==> src/rtl/demux1_16_reg_if.sv <==
// Bus bundle for demux1_16_reg: producer handshake, slot outputs and consumer acks.
// DEMUX_BCAST_EN adds the in_bcast broadcast request.
interface demux1_16_reg_if #(
    parameter int WIDTH = 32,
    parameter int SEL_W = 4
);
    localparam int N = 2 ** SEL_W;

    logic [WIDTH-1:0]   in_data;
    logic [SEL_W-1:0]   in_sel;
    logic               in_valid;
    logic               in_ready;
    logic [N*WIDTH-1:0] out_data;
    logic [N-1:0]       out_valid;
    logic [N-1:0]       out_ack;
    logic [SEL_W:0]     occupancy;
`ifdef DEMUX_BCAST_EN
    logic               in_bcast;

    modport master (output in_data, in_sel, in_valid, in_bcast, out_ack,
                    input  in_ready, out_data, out_valid, occupancy);
    modport slave  (input  in_data, in_sel, in_valid, in_bcast, out_ack,
                    output in_ready, out_data, out_valid, occupancy);
`else
    modport master (output in_data, in_sel, in_valid, out_ack,
                    input  in_ready, out_data, out_valid, occupancy);
    modport slave  (input  in_data, in_sel, in_valid, out_ack,
                    output in_ready, out_data, out_valid, occupancy);
`endif
endinterface

==> src/rtl/demux1_16_reg.sv <==
// Registered 1-to-N distributor: steers a word into one of N held slots, each
// released by its consumer ack. DEMUX_BCAST_EN enables loading all slots at once.
module demux1_16_reg #(
    parameter int WIDTH = 32,
    parameter int SEL_W = 4
) (
    input  logic            clk,
    input  logic            rst,
    demux1_16_reg_if.slave  bus
);
    localparam int N = 2 ** SEL_W;

    logic [N*WIDTH-1:0] data_q,  data_d;
    logic [N-1:0]       valid_q, valid_d;
    logic [SEL_W:0]     occ_q,   occ_d;
    logic               ready_s;
    logic               accept_s;
    logic               bcast_acc_s;
    logic               fill_empty_s;
    logic [N-1:0]       load_s;
    logic [N-1:0]       clear_s;

    function automatic logic [SEL_W:0] popcnt(input logic [N-1:0] v);
        logic [SEL_W:0] c;
        c = {(SEL_W+1){1'b0}};
        for (int i = 0; i < N; i++) begin
            c = c + {{SEL_W{1'b0}}, v[i]};
        end
        return c;
    endfunction

    // Producer back-pressure: a slot is free if empty or being drained this cycle.
    always_comb begin
        ready_s = 1'b0;
`ifdef DEMUX_BCAST_EN
        if (bus.in_bcast) begin
            ready_s = (occ_q == {(SEL_W+1){1'b0}});
        end else begin
            ready_s = ~valid_q[bus.in_sel] | bus.out_ack[bus.in_sel];
        end
`else
        ready_s = ~valid_q[bus.in_sel] | bus.out_ack[bus.in_sel];
`endif
    end

    // Next-state: slot loads, ack clears (a same-slot accept wins) and occupancy.
    always_comb begin
        accept_s = bus.in_valid & ready_s;
`ifdef DEMUX_BCAST_EN
        bcast_acc_s = accept_s & bus.in_bcast;
`else
        bcast_acc_s = 1'b0;
`endif
        load_s = {N{1'b0}};
        if (bcast_acc_s) begin
            load_s = {N{1'b1}};
        end else if (accept_s) begin
            load_s[bus.in_sel] = 1'b1;
        end else begin
            load_s = {N{1'b0}};
        end

        if (bcast_acc_s) begin
            clear_s = {N{1'b0}};
        end else begin
            clear_s = valid_q & bus.out_ack & ~load_s;
        end

        valid_d = (valid_q & ~clear_s) | load_s;

        data_d = data_q;
        for (int k = 0; k < N; k++) begin
            if (load_s[k]) begin
                data_d[k*WIDTH +: WIDTH] = bus.in_data;
            end else begin
                data_d[k*WIDTH +: WIDTH] = data_q[k*WIDTH +: WIDTH];
            end
        end

        fill_empty_s = accept_s & ~valid_q[bus.in_sel];
        if (bcast_acc_s) begin
            occ_d = (SEL_W+1)'(N);
        end else begin
            occ_d = occ_q + {{SEL_W{1'b0}}, fill_empty_s} - popcnt(clear_s);
        end
    end

    // Slot storage, valid flags and occupancy counter.
    always_ff @(posedge clk or posedge rst) begin
        if (rst) begin
            data_q  <= {(N*WIDTH){1'b0}};
            valid_q <= {N{1'b0}};
            occ_q   <= {(SEL_W+1){1'b0}};
        end else begin
            data_q  <= data_d;
            valid_q <= valid_d;
            occ_q   <= occ_d;
        end
    end

    assign bus.in_ready  = ready_s;
    assign bus.out_data  = data_q;
    assign bus.out_valid = valid_q;
    assign bus.occupancy = occ_q;

endmodule
==> src/flat_wrapper.sv <==
// flat-port wrapper written by rule: the top's interface ports become plain ports
module demux1_16_reg_flat 
#(
    parameter int WIDTH = 32,
    parameter int SEL_W = 4
)
  (clk, rst, bus_in_data, bus_in_sel, bus_in_valid, bus_out_ack, bus_in_ready, bus_out_data, bus_out_valid, bus_occupancy);
  demux1_16_reg_if #(.WIDTH(WIDTH), .SEL_W(SEL_W)) bus_i ();
  input  logic clk;
  input  logic rst;
  input wire logic [$bits(bus_i.in_data)-1:0] bus_in_data;
  input wire logic [$bits(bus_i.in_sel)-1:0] bus_in_sel;
  input wire logic [$bits(bus_i.in_valid)-1:0] bus_in_valid;
  input wire logic [$bits(bus_i.out_ack)-1:0] bus_out_ack;
  output wire logic [$bits(bus_i.in_ready)-1:0] bus_in_ready;
  output wire logic [$bits(bus_i.out_data)-1:0] bus_out_data;
  output wire logic [$bits(bus_i.out_valid)-1:0] bus_out_valid;
  output wire logic [$bits(bus_i.occupancy)-1:0] bus_occupancy;
  assign bus_i.in_data = bus_in_data;
  assign bus_i.in_sel = bus_in_sel;
  assign bus_i.in_valid = bus_in_valid;
  assign bus_i.out_ack = bus_out_ack;
  assign bus_in_ready = bus_i.in_ready;
  assign bus_out_data = bus_i.out_data;
  assign bus_out_valid = bus_i.out_valid;
  assign bus_occupancy = bus_i.occupancy;
  demux1_16_reg #(.WIDTH(WIDTH), .SEL_W(SEL_W)) u_core (.clk(clk), .rst(rst), .bus(bus_i));
endmodule
==> config.mk <==
export PLATFORM = sky130hd
export DESIGN_NAME = demux1_16_reg_flat
export DESIGN_NICKNAME = d
export VERILOG_FILES = /design/src/rtl/demux1_16_reg_if.sv /design/src/rtl/demux1_16_reg.sv /design/src/flat_wrapper.sv
export SDC_FILE = /design/constraint.sdc
export NUM_CORES = 1
export LEC_CHECK = 0
export CAP_MARGIN = 20
export CORE_AREA = 2 2 231 233
export CTS_CLUSTER_SIZE = 12
export DETAILED_ROUTE_END_ITERATION = 12
export DIE_AREA = 0 0 233 235
export GPL_ROUTABILITY_DRIVEN = 0
export PLACE_DENSITY = 0.69
export SYNTH_ARGS = -nofsm -noshare
export SYNTH_HDL_FRONTEND = slang
export SYNTH_SLANG_ARGS = --single-unit
==> constraint.sdc <==
create_clock -name clk -period 24 [get_ports clk]
set_input_delay 4.8 -clock clk [delete_from_list [all_inputs] [get_ports clk]]
set_output_delay 4.8 -clock clk [all_outputs]
set_load 0.01 [all_outputs]
Word level (Yosys, flattened, before mapping)

Cells that the tools add are included.

Logic and storage cells: 55
Output and inout port bits: 534
Register bits after elaboration: 533

Muxes and demuxes: 7
Bitwise operators: 10
$add $sub $neg: 17
Magnitude comparators: 2
Reduce and logical (&&, ||, !) cells: 1

Operators by type and width:

| kind                                                                          | number |
|---|---|
| 5-bit by 1-bit adder with 5-bit output                                        | 15 |
| 16-bit AND                                                                    | 3 |
| 16-bit inverter                                                               | 2 |
| 16-bit two-way mux                                                            | 1 |
| 16-bit OR                                                                     | 1 |
| 1-bit binary-select mux with 4-bit select                                     | 2 |
| 4-bit by 5-bit less-than comparator with 1-bit output (second input constant) | 1 |
| 5-bit subtractor                                                              | 1 |
| 1-bit demux with 4-bit select                                                 | 1 |
| 4-bit by 1-bit >= comparator with 1-bit output (second input constant)        | 1 |
| 1-bit two-way mux                                                             | 3 |
| 1-bit by 1-bit adder with 2-bit output                                        | 1 |
| 1-bit AND                                                                     | 2 |
| 1-bit logical AND                                                             | 1 |
| 1-bit inverter                                                                | 1 |
| 1-bit OR                                                                      | 1 |

Longest topological paths before layout

Depth in word-level cells: 24
Depth in mapped cells: 22
Depth with buffers taken out: 19

Worst setup path before layout

Ideal clock, no wire load.

Path type: input to output
Start point: input port bus_in_sel[0]
End point: output port bus_in_ready
Buffers on the path: 2
Data required time: 19.200 ns
Arrival time: 6.005 ns
Stages on the path: 6
Path slack: 13.195 ns
Cells stage by stage: buf_6 -> mux4_2 -> nand2b_1 -> clkbuf_1 -> mux2i_1 -> a22oi_1

Word-level cells in the longest chain between the ends: 4

Ends and longest elaborated chain:

| item                                      | line                | text |
|---|---|---|
| start, declared                           | flat_wrapper.sv:12  | `input wire logic [$bits(bus_i.in_sel)-1:0] bus_in_sel;` |
| 1-bit binary-select mux with 4-bit select | demux1_16_reg.sv:42 | `ready_s = ~valid_q[bus.in_sel] \| bus.out_ack[bus.in_sel];` |
| 1-bit two-way mux (implied by the code)   | demux1_16_reg.sv:42 |  |
| 1-bit inverter                            | demux1_16_reg.sv:42 |  |
| 1-bit OR *                                | demux1_16_reg.sv:42 |  |
| end, declared                             | flat_wrapper.sv:15  | `output wire logic [$bits(bus_i.in_ready)-1:0] bus_in_ready;` |

Every way passes the cells marked *; elsewhere a longest branch is shown, timed or not. The select of a mux whose other input is x is not followed.

Worst setup path after layout

Same ends and word-level chain as after synthesis.

==> run summary <==
ys flop type: dfrtp_1
top-level I/O count: 589
Post-synth ARST share: 100%
TritonCTS buffer count: 56
FF+latch count, synth: 533
Port Buf Inserts: 588
Root Driver: clkbuf_16
Yosys top cell by area: dfrtp_1
EDFF count, synth: 0
Worst R2R Setup Slack: 17670 ps
initial antenna violation count: 1
Layout Utilization: 56.2%
hold buffers post-CTS: 0
Crit Path Category: primary input to output pin
first-pass GRT wire length: 94800 µm
Tot Pwr: 3.00 mW
Routed WL per cell: 24.8 µm
synthesis-to-layout area growth: 40.1%
clk_lat worst skew: 600 ps
DRT Pass-1 Iters: 4
Slew HR: 31.8%
core area: 52200 µm²
PostCTS Resize Cnt: 0
NetSw: 0.828 mW
Tmin final: 12510 ps
die height: 235 µm
HPWL after DPL: 43500 µm
Die W: 233 µm
largest net degree at the start of global routing: 142
vias: 13200
commonest cells in the netlist: dfrtp_1, mux2_2, inv_1
worst setup margin: 11490 ps
final hold viol count: 0
top-count cell post-synth: dfrtp_1
synth unique cells: 40
design area: 29400 µm²
area occupied by registers: 13300 µm²
synth top area cells: dfrtp_1, mux2_2, mux2_1, fa_1, buf_2
CP endpoint kind: output pin
CTS tree: done
syn avg cell area: 16.2 µm²
CTS sink count: 533
Net Sw Frac: 27.6%
layout cells sized above 1: 32.1%
worst-case clock buffer depth: 3
fin nets: 1955
Int Power: 2.18 mW
max_cap viols: 0
startpoint types: primary input
Max VDD drop: 63.5 µV
clock slew at reported path FFs: 60 ps
static leakage: 12.9 nW
Antenna Cells: 0
htree depth: 2
# rows: 84
placed inst area: 27500 µm²
worst hold path type: register to register
GRT overflow: 0
Slew @ Worst Pin: 1020 ps
PwrDens: 102 nW/µm²
Max FO, Critical Path: 18
syn_nets: 1380
Starting Density: 40.1%
sequential share of the synthesized area: 63.6%
Worst EP arrival: 7710 ps
status: finished clean
Place WS: 11460 ps
initial drt markers: 519
gr usage total: 23.4%
clock skew: 14.1 ps
Synth top area share: 63.6%
Syn Inst Count: 1297
vias in the first global route: 14000
Final ANT Viol Nets: 0
Die Area: 54800 µm²
fraction of power consumed by sequential logic: 40.9%
Post CTS Setup Buffer Count: 0
fin crit share: 52.1%
vias per inst: 5.09
Fill cells: 4297
combinational power share: 29.9%
area of the multi-input gates: 7070 µm²
drt total wl: 64300 µm
Max Clk Rate: 0.0799 GHz
DRC Markers: 0
final setup TNS: 0 ps
max-slew violation count: 0
Post-Syn Area: 21000 µm²
CP Data Required Time: 19200 ps
unrepaired setup endpoints after global routing: no
Final Setup Violations: 0
clock group share of total power: 29.2%
YS warnings: 0
[path summary, 6_finish.rpt]
check / startpoint / to / cells after the start
min reg2reg: u_core.bus.out_data[383]$_DFFE_PP0P_ / u_core.bus.out_data[383]$_DFFE_PP0P_ / 1
min in group asynchronous: rst / u_core.bus.out_data[65]$_DFFE_PP0P_ / 2
max in group asynchronous: rst / u_core.bus.out_data[478]$_DFFE_PP0P_ / 4
max: bus_in_sel[0] / bus_in_ready / 6
min: u_core.bus.out_data[383]$_DFFE_PP0P_ / u_core.bus.out_data[383]$_DFFE_PP0P_ / 1
max reg2reg: u_core.bus.out_valid[15]$_DFF_PP0_ / u_core.bus.occupancy[4]$_DFF_PP0_ / 16
[critical path, cell delays in order]
cell and delay, ps:
clkdlybuf4s50_1 1060, mux4_2 620, nand2b_1 270, mux2i_1 130, a22oi_1 220, clkdlybuf4s50_1 600
[power by group through the flow]
| stage | combinational, mW | sequential (mW) | clock (mW) |
|---|---|---|---|
| floorplan | 0.239 | 1.34 | 0 |
| global placement | 0.896 | 1.23 | 0 |
| detailed placement | 0.907 | 1.24 | 0 |
| CTS | 0.911 | 1.23 | 0.895 |
| global route | 0.949 | 1.25 | 0.934 |
| finish | 0.899 | 1.23 | 0.876 |
[kinds of logic after synthesis]
family / Yosys count / share of synthesized area [%]
buffers and inverters: 131 / 3.02
XOR/XNOR: 3 / 0.125
flip-flops: 533 / 63.6
multiplexers: 527 / 28.6
AND/OR/NAND/NOR: 45 / 1.25
adder cells (fa/ha/maj): 28 / 2.17
AO/OA/AOI/OAI: 30 / 1.22
[stage by stage]
step,hold WS (ps),instances
final,486,2599
after global routing,495,2599
after CTS,487,2598
after detailed placement,474,2501
after global placement,470,2501
after floorplan,529,1297
[sequential cells by signal (all words and copies together) (netlist names)]
signal,cells
u_core.bus.out_data,512
u_core.bus.out_valid,16
u_core.bus.occupancy,5
[metal layers]
layer  wire length (µm)  vias to the layer above  GRT usage (%)
li1                   -                     5696              -
met1              25100                     6978           28.0
met2              32300                      438           39.9
met3               4450                      118           6.18
met4               2480                        0           9.71
met5                  0                        -              0
[placed cells by master, fill, tap and decap left out, types with 2 or more instances in the layout]
cell type	netlist	routed
and3_2	0	2
nand2_1	4	4
nor2b_1	2	2
clkdlybuf4s50_1	0	588
nor2_1	6	6
clkbuf_8	0	18
nand3_2	1	4
clkbuf_16	0	58
nand3b_1	2	2
inv_1	39	38
clkinv_2	0	4
mux2i_1	6	6
bufinv_16	0	3
mux2_1	34	34
mux4_2	6	6
nand3_1	9	6
a21o_1	3	3
and3_1	10	8
buf_4	16	18
xnor2_1	2	2
nor4_1	3	3
ha_1	14	14
mux2_2	481	481
clkbuf_1	35	12
o211ai_4	0	3
nand2b_1	3	3
dfrtp_1	533	533
o21ai_4	0	3
o21ai_0	14	14
fa_1	14	14
[final cells by class]
class                      count  area share, %
inverter                      40          0.537
clock buffer                  88           5.94
clock inverter                 9          0.460
timing repair buffer         608           20.7
multi-input combinational    633           24.1
sequential                   533           45.4
tap                          688           2.93
Note: power is estimated with default switching activity, not from simulation.
